$ cat src/rtl/fp_stream_extremum.sv
// Streaming max/min finder over valid/ready packets of sign/exponent/mantissa floats.
// Reports the extreme value of each packet and its zero-based position (modulo 2**IDX_W).
module fp_stream_extremum #(
  parameter int EXP_W  = 4,
  parameter int MANT_W = 8,
  parameter int IDX_W  = 8,
  localparam int FP_W  = 1 + EXP_W + MANT_W
) (
  input  logic             clk,
  input  logic             rst_n,
  input  logic             mode,
  input  logic             in_valid,
  output logic             in_ready,
  input  logic [FP_W-1:0]  in_data,
  input  logic             in_last,
  output logic             out_valid,
  input  logic             out_ready,
  output logic [FP_W-1:0]  out_data,
  output logic [IDX_W-1:0] out_idx
);

  typedef enum logic {ACCUM, HOLD} state_t;

  state_t             state, state_nx;
  logic               first;
  logic               mode_q;
  logic [IDX_W-1:0]   count;
  logic [FP_W-1:0]    best;
  logic [IDX_W-1:0]   best_idx;

  logic               accept;
  logic               better;
  logic [FP_W-1:0]    best_nx;
  logic [IDX_W-1:0]   idx_nx;

  // Sign-magnitude ordering; +0 and -0 are equal, no special encodings.
  function automatic logic fp_gt(input logic [FP_W-1:0] a, input logic [FP_W-1:0] b);
    logic [FP_W-2:0] ma;
    logic [FP_W-2:0] mb;
    ma = a[FP_W-2:0];
    mb = b[FP_W-2:0];
    if (ma == '0 && mb == '0)
      fp_gt = 1'b0;
    else if (a[FP_W-1] != b[FP_W-1])
      fp_gt = ~a[FP_W-1];
    else if (!a[FP_W-1])
      fp_gt = (ma > mb);
    else
      fp_gt = (ma < mb);
  endfunction

  assign in_ready  = (state == ACCUM);
  assign out_valid = (state == HOLD);
  assign accept    = in_valid && in_ready;

  always_comb begin
    better  = mode_q ? fp_gt(best, in_data) : fp_gt(in_data, best);
    best_nx = best;
    idx_nx  = best_idx;
    if (first) begin
      best_nx = in_data;
      idx_nx  = '0;
    end else if (better) begin
      best_nx = in_data;
      idx_nx  = count;
    end
  end

  always_comb begin
    state_nx = state;
    case (state)
      ACCUM:   if (accept && in_last) state_nx = HOLD;
      HOLD:    if (out_ready)         state_nx = ACCUM;
      default: state_nx = ACCUM;
    endcase
  end

  // The result registers are separate from the running best so that
  // out_data/out_idx keep the previous packet's answer while a new one accumulates.
  always_ff @(posedge clk or negedge rst_n) begin
    if (!rst_n) begin
      state    <= ACCUM;
      first    <= 1'b1;
      mode_q   <= 1'b0;
      count    <= '0;
      best     <= '0;
      best_idx <= '0;
      out_data <= '0;
      out_idx  <= '0;
    end else begin
      state <= state_nx;
      if (accept) begin
        best     <= best_nx;
        best_idx <= idx_nx;
        first    <= 1'b0;
        if (first) begin
          mode_q <= mode;
          count  <= IDX_W'(1);
        end else begin
          count  <= count + 1'b1;
        end
        if (in_last) begin
          out_data <= best_nx;
          out_idx  <= idx_nx;
        end
      end
      if (state == HOLD && out_ready)
        first <= 1'b1;
    end
  end

endmodule
$ cat config.mk
export PLATFORM = sky130hd
export DESIGN_NAME = fp_stream_extremum
export DESIGN_NICKNAME = d
export VERILOG_FILES = /design/src/rtl/fp_stream_extremum.sv
export SDC_FILE = /design/constraint.sdc
export NUM_CORES = 1
export LEC_CHECK = 0
export ABC_AREA = 1
export ABC_CLOCK_PERIOD_IN_PS = 6200
export CORE_AREA = 5 5 85 95
export CTS_CLUSTER_DIAMETER = 30
export DETAILED_ROUTE_END_ITERATION = 10
export DIE_AREA = 0 0 90 100
export GPL_TIMING_DRIVEN = 0
export HOLD_SLACK_MARGIN = 0.03
export PLACE_DENSITY = 0.65
export SETUP_SLACK_MARGIN = 0.5
export SYNTH_ARGS = -nofsm -noshare
export SYNTH_HDL_FRONTEND = slang
export SYNTH_SLANG_ARGS = --single-unit
$ cat constraint.sdc
create_clock -name clk -period 6.2 [get_ports clk]
set_input_delay 1.86 -clock clk [delete_from_list [all_inputs] [get_ports clk]]
set_output_delay 1.86 -clock clk [all_outputs]
set_load 0.05 [all_outputs]
=== Word level (Yosys, flattened, before mapping) ===
Cells that the tools add are included.

* Add/sub/neg operators: 1
* Multiply operators: 0
* Div/mod/pow operators: 0
* Magnitude comparators: 4
* Equal/unequal tests: 2
* Shift-type cells: 0
* Multiplexer cells: 17
* Bitwise operators: 3
* Reduce and logical (&&, ||, !) cells: 9

{| class="wikitable"
|+ Operator list
! operator !! number
|-
| 13-bit 2-to-1 mux || 2
|-
| 12-bit greater-than comparator || 2
|-
| 12-bit logical NOT || 2
|-
| 12-bit less-than comparator || 2
|-
| 8-bit 2-to-1 mux || 3
|-
| 1-bit 2-to-1 mux || 11
|-
| 8-bit by 1-bit adder with 8-bit output, second input constant || 1
|-
| 1-bit logical AND || 4
|-
| 2-bit AND reduction || 2
|-
| 1-bit inverter || 3
|-
| 1-bit inequality test || 2
|-
| 1-bit one-hot mux with 2 select lines || 1
|-
| 2-bit nonzero test || 1
|}

* Flip-flop bits (word level): 53
* Bits in latches: 0
* RAM bits: 0
* Bits in read-only memories: 0
* Input bits: 19
* Output and inout port bits: 23
* Word-level logic and storage cells: 44
* Memories: 0

=== Longest topological paths before layout ===
Gate-level depths: netlist of run 1.

* Depth in word-level cells: 7
* Mapped depth: 19

=== Worst setup path after synthesis of run 1 ===
OpenSTA, ideal clock, no wires.

* Kind: in2reg
* From: input in_data[11]
* To: register out_data[4]
* Data arrival time: 3.324 ns
* Path slack: 2.758 ns
* Stages: 13
* Path buffers: 1
* Cells stage by stage: ha_1 > a21o_1 > nor2_2 > nand3_2 > a21oi_1 > nand2_2 > nand2_4 > nand2_4 > nand2_4 > buf_12 > nand2_4 > nand3_1 > nand2_1

* Longest elaborated chain between the ends: 7
* Elaborated cells between the ends (all ways): 15

{| class="wikitable"
|+ Ends and longest elaborated chain
! element !! RTL line !! RTL
|-
| from (decl) || 14 || <nowiki>input logic [FP_W-1:0] in_data,</nowiki>
|-
| 12-bit greater-than comparator / 12-bit less-than comparator (equally long branches) || 47, 49 ||
|-
| 1-bit 2-to-1 mux || 46 || <nowiki>else if (!a[FP_W-1])</nowiki>
|-
| 1-bit 2-to-1 mux || 44 || <nowiki>else if (a[FP_W-1] != b[FP_W-1])</nowiki>
|-
| 1-bit 2-to-1 mux || 42 || <nowiki>if (ma == '0 && mb == '0)</nowiki>
|-
| 1-bit 2-to-1 mux * || 57 || <nowiki>better = mode_q ? fp_gt(best, in_data) : fp_gt(in_data, best);</nowiki>
|-
| 13-bit 2-to-1 mux * || 63 || <nowiki>end else if (better) begin</nowiki>
|-
| 13-bit 2-to-1 mux * || 60 || <nowiki>if (first) begin</nowiki>
|-
| to (signal assigned) || 103 || <nowiki>out_data <= best_nx;</nowiki>
|-
| to (decl) || 18 || <nowiki>output logic [FP_W-1:0] out_data,</nowiki>
|}

Every way passes the cells marked *; elsewhere a longest branch is shown, timed or not.
A chain may end at the register's enable or synchronous reset.

=== Worst setup path in the final report of run 1 ===
* From: input in_data[9]
* To: register out_data[0]

The elaborated chain is that of the path after synthesis.

==> results of run 1 <==
-- layer usage --
| metal | vias to the layer above | wire length [um] |
|---|---|---|
| met5 | - | 0 |
| li1 | 1335 | - |
| met2 | 48 | 3750 |
| met3 | 6 | 266 |
| met1 | 1267 | 3310 |
| met4 | 0 | 57 |
-- final cells by class --
cell class              instances  share of cell area [%]
clock inverters                 2                   0.962
well taps                      85                    2.92
repair buffers                 42                    11.7
inverters                      59                    6.08
multi-input cells             260                    37.6
plain buffers                  15                    2.27
clock buffers                   6                    1.99
flip-flops and latches         53                    36.5
-- cells by family (layout without fill, tap and decap cells) --
kind of cell               count (synthesis)  in the layout  synth area share (%)
and+or+nand+nor                          230            230                  37.2
adders and majority gates                 13             13                  5.42
AOI/OAI and AO/OA                         17             17                  3.00
DFF                                       53             53                  44.2
buffers and inverters                     74            124                  10.1
-- registers in the layout, summed over array words and instances, names as in the netlist --
| name | count |
|---|---|
| count | 8 |
| out_data | 13 |
| first | 1 |
| mode_q | 1 |
| out_valid | 1 |
| best | 13 |
| out_idx | 8 |
| best_idx | 8 |
-- synthesized netlist by cell type --
cell type / number / area, um^2
sky130_fd_sc_hd__inv_2: 2 / 7.51
sky130_fd_sc_hd__buf_1: 1 / 3.75
sky130_fd_sc_hd__nand4_2: 1 / 12.5
sky130_fd_sc_hd__ha_1: 13 / 163
sky130_fd_sc_hd__buf_2: 5 / 25.0
sky130_fd_sc_hd__inv_1: 57 / 214
sky130_fd_sc_hd__o21a_1: 1 / 7.51
sky130_fd_sc_hd__nand2_4: 13 / 146
sky130_fd_sc_hd__a21oi_1: 9 / 45.0
sky130_fd_sc_hd__a21o_1: 1 / 7.51
sky130_fd_sc_hd__nor2_2: 2 / 12.5
sky130_fd_sc_hd__nand3_1: 50 / 250
sky130_fd_sc_hd__nand2_1: 125 / 469
sky130_fd_sc_hd__nand3_2: 1 / 10.0
sky130_fd_sc_hd__nand4_1: 19 / 119
sky130_fd_sc_hd__o21ai_0: 6 / 30.0
sky130_fd_sc_hd__clkbuf_1: 7 / 26.3
sky130_fd_sc_hd__dfstp_2: 1 / 26.3
sky130_fd_sc_hd__nor4_1: 5 / 31.3
sky130_fd_sc_hd__buf_12: 1 / 20.0
sky130_fd_sc_hd__dfrtp_1: 52 / 1300
sky130_fd_sc_hd__nand2_2: 3 / 18.8
sky130_fd_sc_hd__buf_4: 1 / 7.51
sky130_fd_sc_hd__nor2_1: 6 / 22.5
sky130_fd_sc_hd__nor3_1: 5 / 25.0
-- tightest hold or removal path, cell delays in order (launching register included) --
cell	delay [ps]
sky130_fd_sc_hd__dfrtp_1	350
sky130_fd_sc_hd__nand2_1	50
sky130_fd_sc_hd__nand2_1	60
-- power by group through the flow --
stage / Clock (uW) / Combinational (uW) / Sequential (uW)
after floorplan: 0 / 543 / 817
after global placement: 0 / 1060 / 589
after detailed placement: 0 / 1080 / 592
after CTS: 243 / 1080 / 587
after global routing: 258 / 1180 / 606
final: 241 / 1070 / 588
-- per-stage QoR --
stage | util (%) | area [um^2] | instances | worst slack [ps]
6_report | 52.6 | 3640 | 522 | 2320
5_1_grt | 52.6 | 3640 | 522 | 2120
4_1_cts | 52.6 | 3640 | 522 | 2280
3_5_place_dp | 51.0 | 3530 | 514 | 1950
3_3_place_gp | 50.8 | 3520 | 513 | 1570
2_1_floorplan | - | 3000 | 387 | 2760
-- worst paths after layout --
path | slack [ps] | from | cells after the start | end
setup / recovery | 2320 | in_data[9] | 15 | out_data[0]
hold / removal | 490 | out_data[1] | 2 | out_data[1]
setup reg to reg | 3880 | best[9] | 15 | out_data[0]
hold reg to reg | 490 | out_data[1] | 2 | out_data[1]
max in group asynchronous | 4110 | rst_n | 2 | first
min in group asynchronous | 1470 | rst_n | 1 | out_data[4]
==> impl_results.rst, run 1 <==
.. list-table::
   :header-rows: 1

   * - Metric
     - Value
   * - Run status
     - finished, final reports clean
   * - Hold crit path type
     - reg -> reg
   * - Cells resized by post-CTS repair
     - 0
   * - Largest net degree at the start of global routing
     - 37
   * - Maximum VDD drop
     - 0.249 mV
   * - Area growth from synthesis to final layout
     - 21.3%
   * - FP Rows
     - 32
   * - Share of total power consumed by net switching
     - between 40% and 50%
   * - MaxCap Viol Count
     - 0
   * - Port Buffer Count
     - between 40 and 50
   * - Combinational fraction of design power
     - a little under three fifths
   * - Worst Path Class, Setup
     - in -> reg
   * - TritonRoute pass-1 iters
     - 4
   * - Routability Congestion
     - ~0.86
   * - Area of the mapped netlist
     - roughly 0.0030 mm^2
   * - GR Util met3
     - roughly 3.4%
   * - Detailed placer's ending HPWL
     - around 5600 um
   * - CTS tree
     - yes
   * - Number of endpoints failing setup at the final stage
     - 0
   * - Most used cells in the layout excluding fill and tap cells
     - sky130_fd_sc_hd__nand2_1 (125), sky130_fd_sc_hd__inv_1 (57), sky130_fd_sc_hd__dfrtp_1 (52)
   * - Clk network pwr share
     - between 10% and 20%
   * - Setup TNS Final
     - 0 ps
   * - Critical-path top delay cell
     - sky130_fd_sc_hd__clkdlybuf4s50_1
   * - Clock insertion delay at the later pin of the skew report
     - 320 ps
   * - Count of unique library cells instantiated by Yosys
     - 25
   * - Final clock skew
     - ~11 ps
   * - Worst Max-Slew Pin Slew
     - 558 ps
   * - Number of DRC violations after detailed-routing iteration 0
     - between 100 and 150
   * - Worst hold slack across all endpoints
     - 486 ps
   * - Area occupied by multi-input gates
     - roughly 0.0014 mm^2
   * - First-pass GRT wire length
     - about 13000 um
   * - Met1 Track Usage GR
     - 21.9%
   * - Avg Cell Area, Syn
     - 7.76 um^2
   * - Slew margin rel.
     - 62.8%
   * - Antenna violation net count after detailed routing
     - 0
   * - Required time reported for the critical path endpoint
     - 6420 ps
   * - Worst setup EP type
     - register
   * - Period Utilization, post-route
     - 62.6%
   * - Arrival time of the worst setup path
     - 4100 ps
   * - Number of hold violations in the final report
     - 0
   * - Average via count per standard cell
     - 5.09
   * - Total Power Consumption
     - ~1900 uW
   * - Cell-internal power
     - approximately 1000 uW
   * - Number of nets produced by synthesis
     - approximately 420
   * - Maximum buffer depth of the clock tree
     - 2
   * - Effective utilization at floorplan
     - between 40 and 50%
   * - Min Tclk post-route
     - between 3000 and 4000 ps
   * - Via count
     - 2656
   * - RSZ-0062 raised after global routing
     - no
   * - Chip Height
     - approximately 100 um
   * - Total global routing overflow
     - 0
   * - I/O pin count
     - 42
   * - Synth warn
     - 0
   * - Full die area
     - ~0.0090 mm^2
   * - Layout fillers
     - between 600 and 700
   * - LEAKAGE
     - between 0.0015 and 0.002 uW
   * - Post-CTS setup repair buffer count
     - 0
   * - Cell chain of the critical path
     - clkdlybuf4s50_1, ha_1, a21oi_1, nor2_1, nor2_2, nand3_2, nand2_2, nand2_1, nand2_1, nand2_4, nand2_4, buf_2, nand3_1, nand3_1, nand2_1
   * - Startpoint class of the critical path
     - input port
   * - Share of cells above drive strength 1
     - 8.92%
   * - Power density over the cells
     - 521 mW/mm^2
   * - Top fanout value on the critical path
     - 10
   * - Root Driver
     - sky130_fd_sc_hd__clkbuf_8
   * - CTS clock-pin slew for the worst setup and hold paths
     - around 100 ps
   * - Post-synthesis register bit count
     - 53
   * - Gr busiest metal
     - met2
   * - Top cell family by delay on the critical path
     - simple AND/OR/NAND/NOR gates
   * - Core area
     - between 0.006 and 0.007 mm^2
   * - Number of antenna violations at the first check in global routing
     - 0
   * - Fraction of the yosys area taken by sequential cells
     - between 40% and 50%
   * - Most common cell after layout, fill and taps aside
     - sky130_fd_sc_hd__nand2_1
   * - Longest individual stage delay on the worst path
     - approximately 450 ps
   * - Number of antenna repair diodes
     - 0
   * - Max-slew violation total from the final report
     - 0
   * - Combined buffer and inverter count along the critical path
     - 2
   * - Sequential power share
     - a little under a third
   * - Fmax
     - 0.258 GHz
   * - CTS H-tree depth
     - 2
   * - Remaining routing DRC violations
     - 0
   * - Number of standard cells after synthesis
     - 387
   * - Count of clock tree sinks
     - 53
   * - Total global-route track usage
     - between 15 and 20%
   * - Number of hold buffers added after CTS
     - 0
   * - Post-DR wirelength/cell
     - between 10 and 15 um
   * - Cts bufs inserted
     - 5
   * - Area occupied by registers
     - between 0.001 and 0.0015 mm^2
   * - Total Routed Length
     - 7380 um
   * - Horizontal die dimension
     - about 90 um
   * - Net switching power of the design
     - roughly 920 uW
   * - CP dominant cell by count
     - sky130_fd_sc_hd__nand2_1
   * - Met2 usage
     - 30.8%
   * - Number of global-route vias before repair
     - 2594
   * - Final #Nets
     - around 470
No activity file was read; power rests on OpenSTA's default activity.
==> inputs of run 2 (changes only) <==
ABC_CLOCK_PERIOD_IN_PS = 4000   (was 6200)
clock period = 4 ns   (was 6.2 ns; I/O delays follow)
==> results of run 2 <==
Same layout as run 1 (identical final DEF). Status: finished, final reports clean.
Among the figures that moved: setup slack after placement 1950 ps -> 405 ps; setup slack after layout 2320 ps -> 779 ps; register-to-register setup slack 3880 ps -> 1680 ps; total power 1900 uW -> 2940 uW; worst IR drop on VDD 0.249 mV -> 0.386 mV
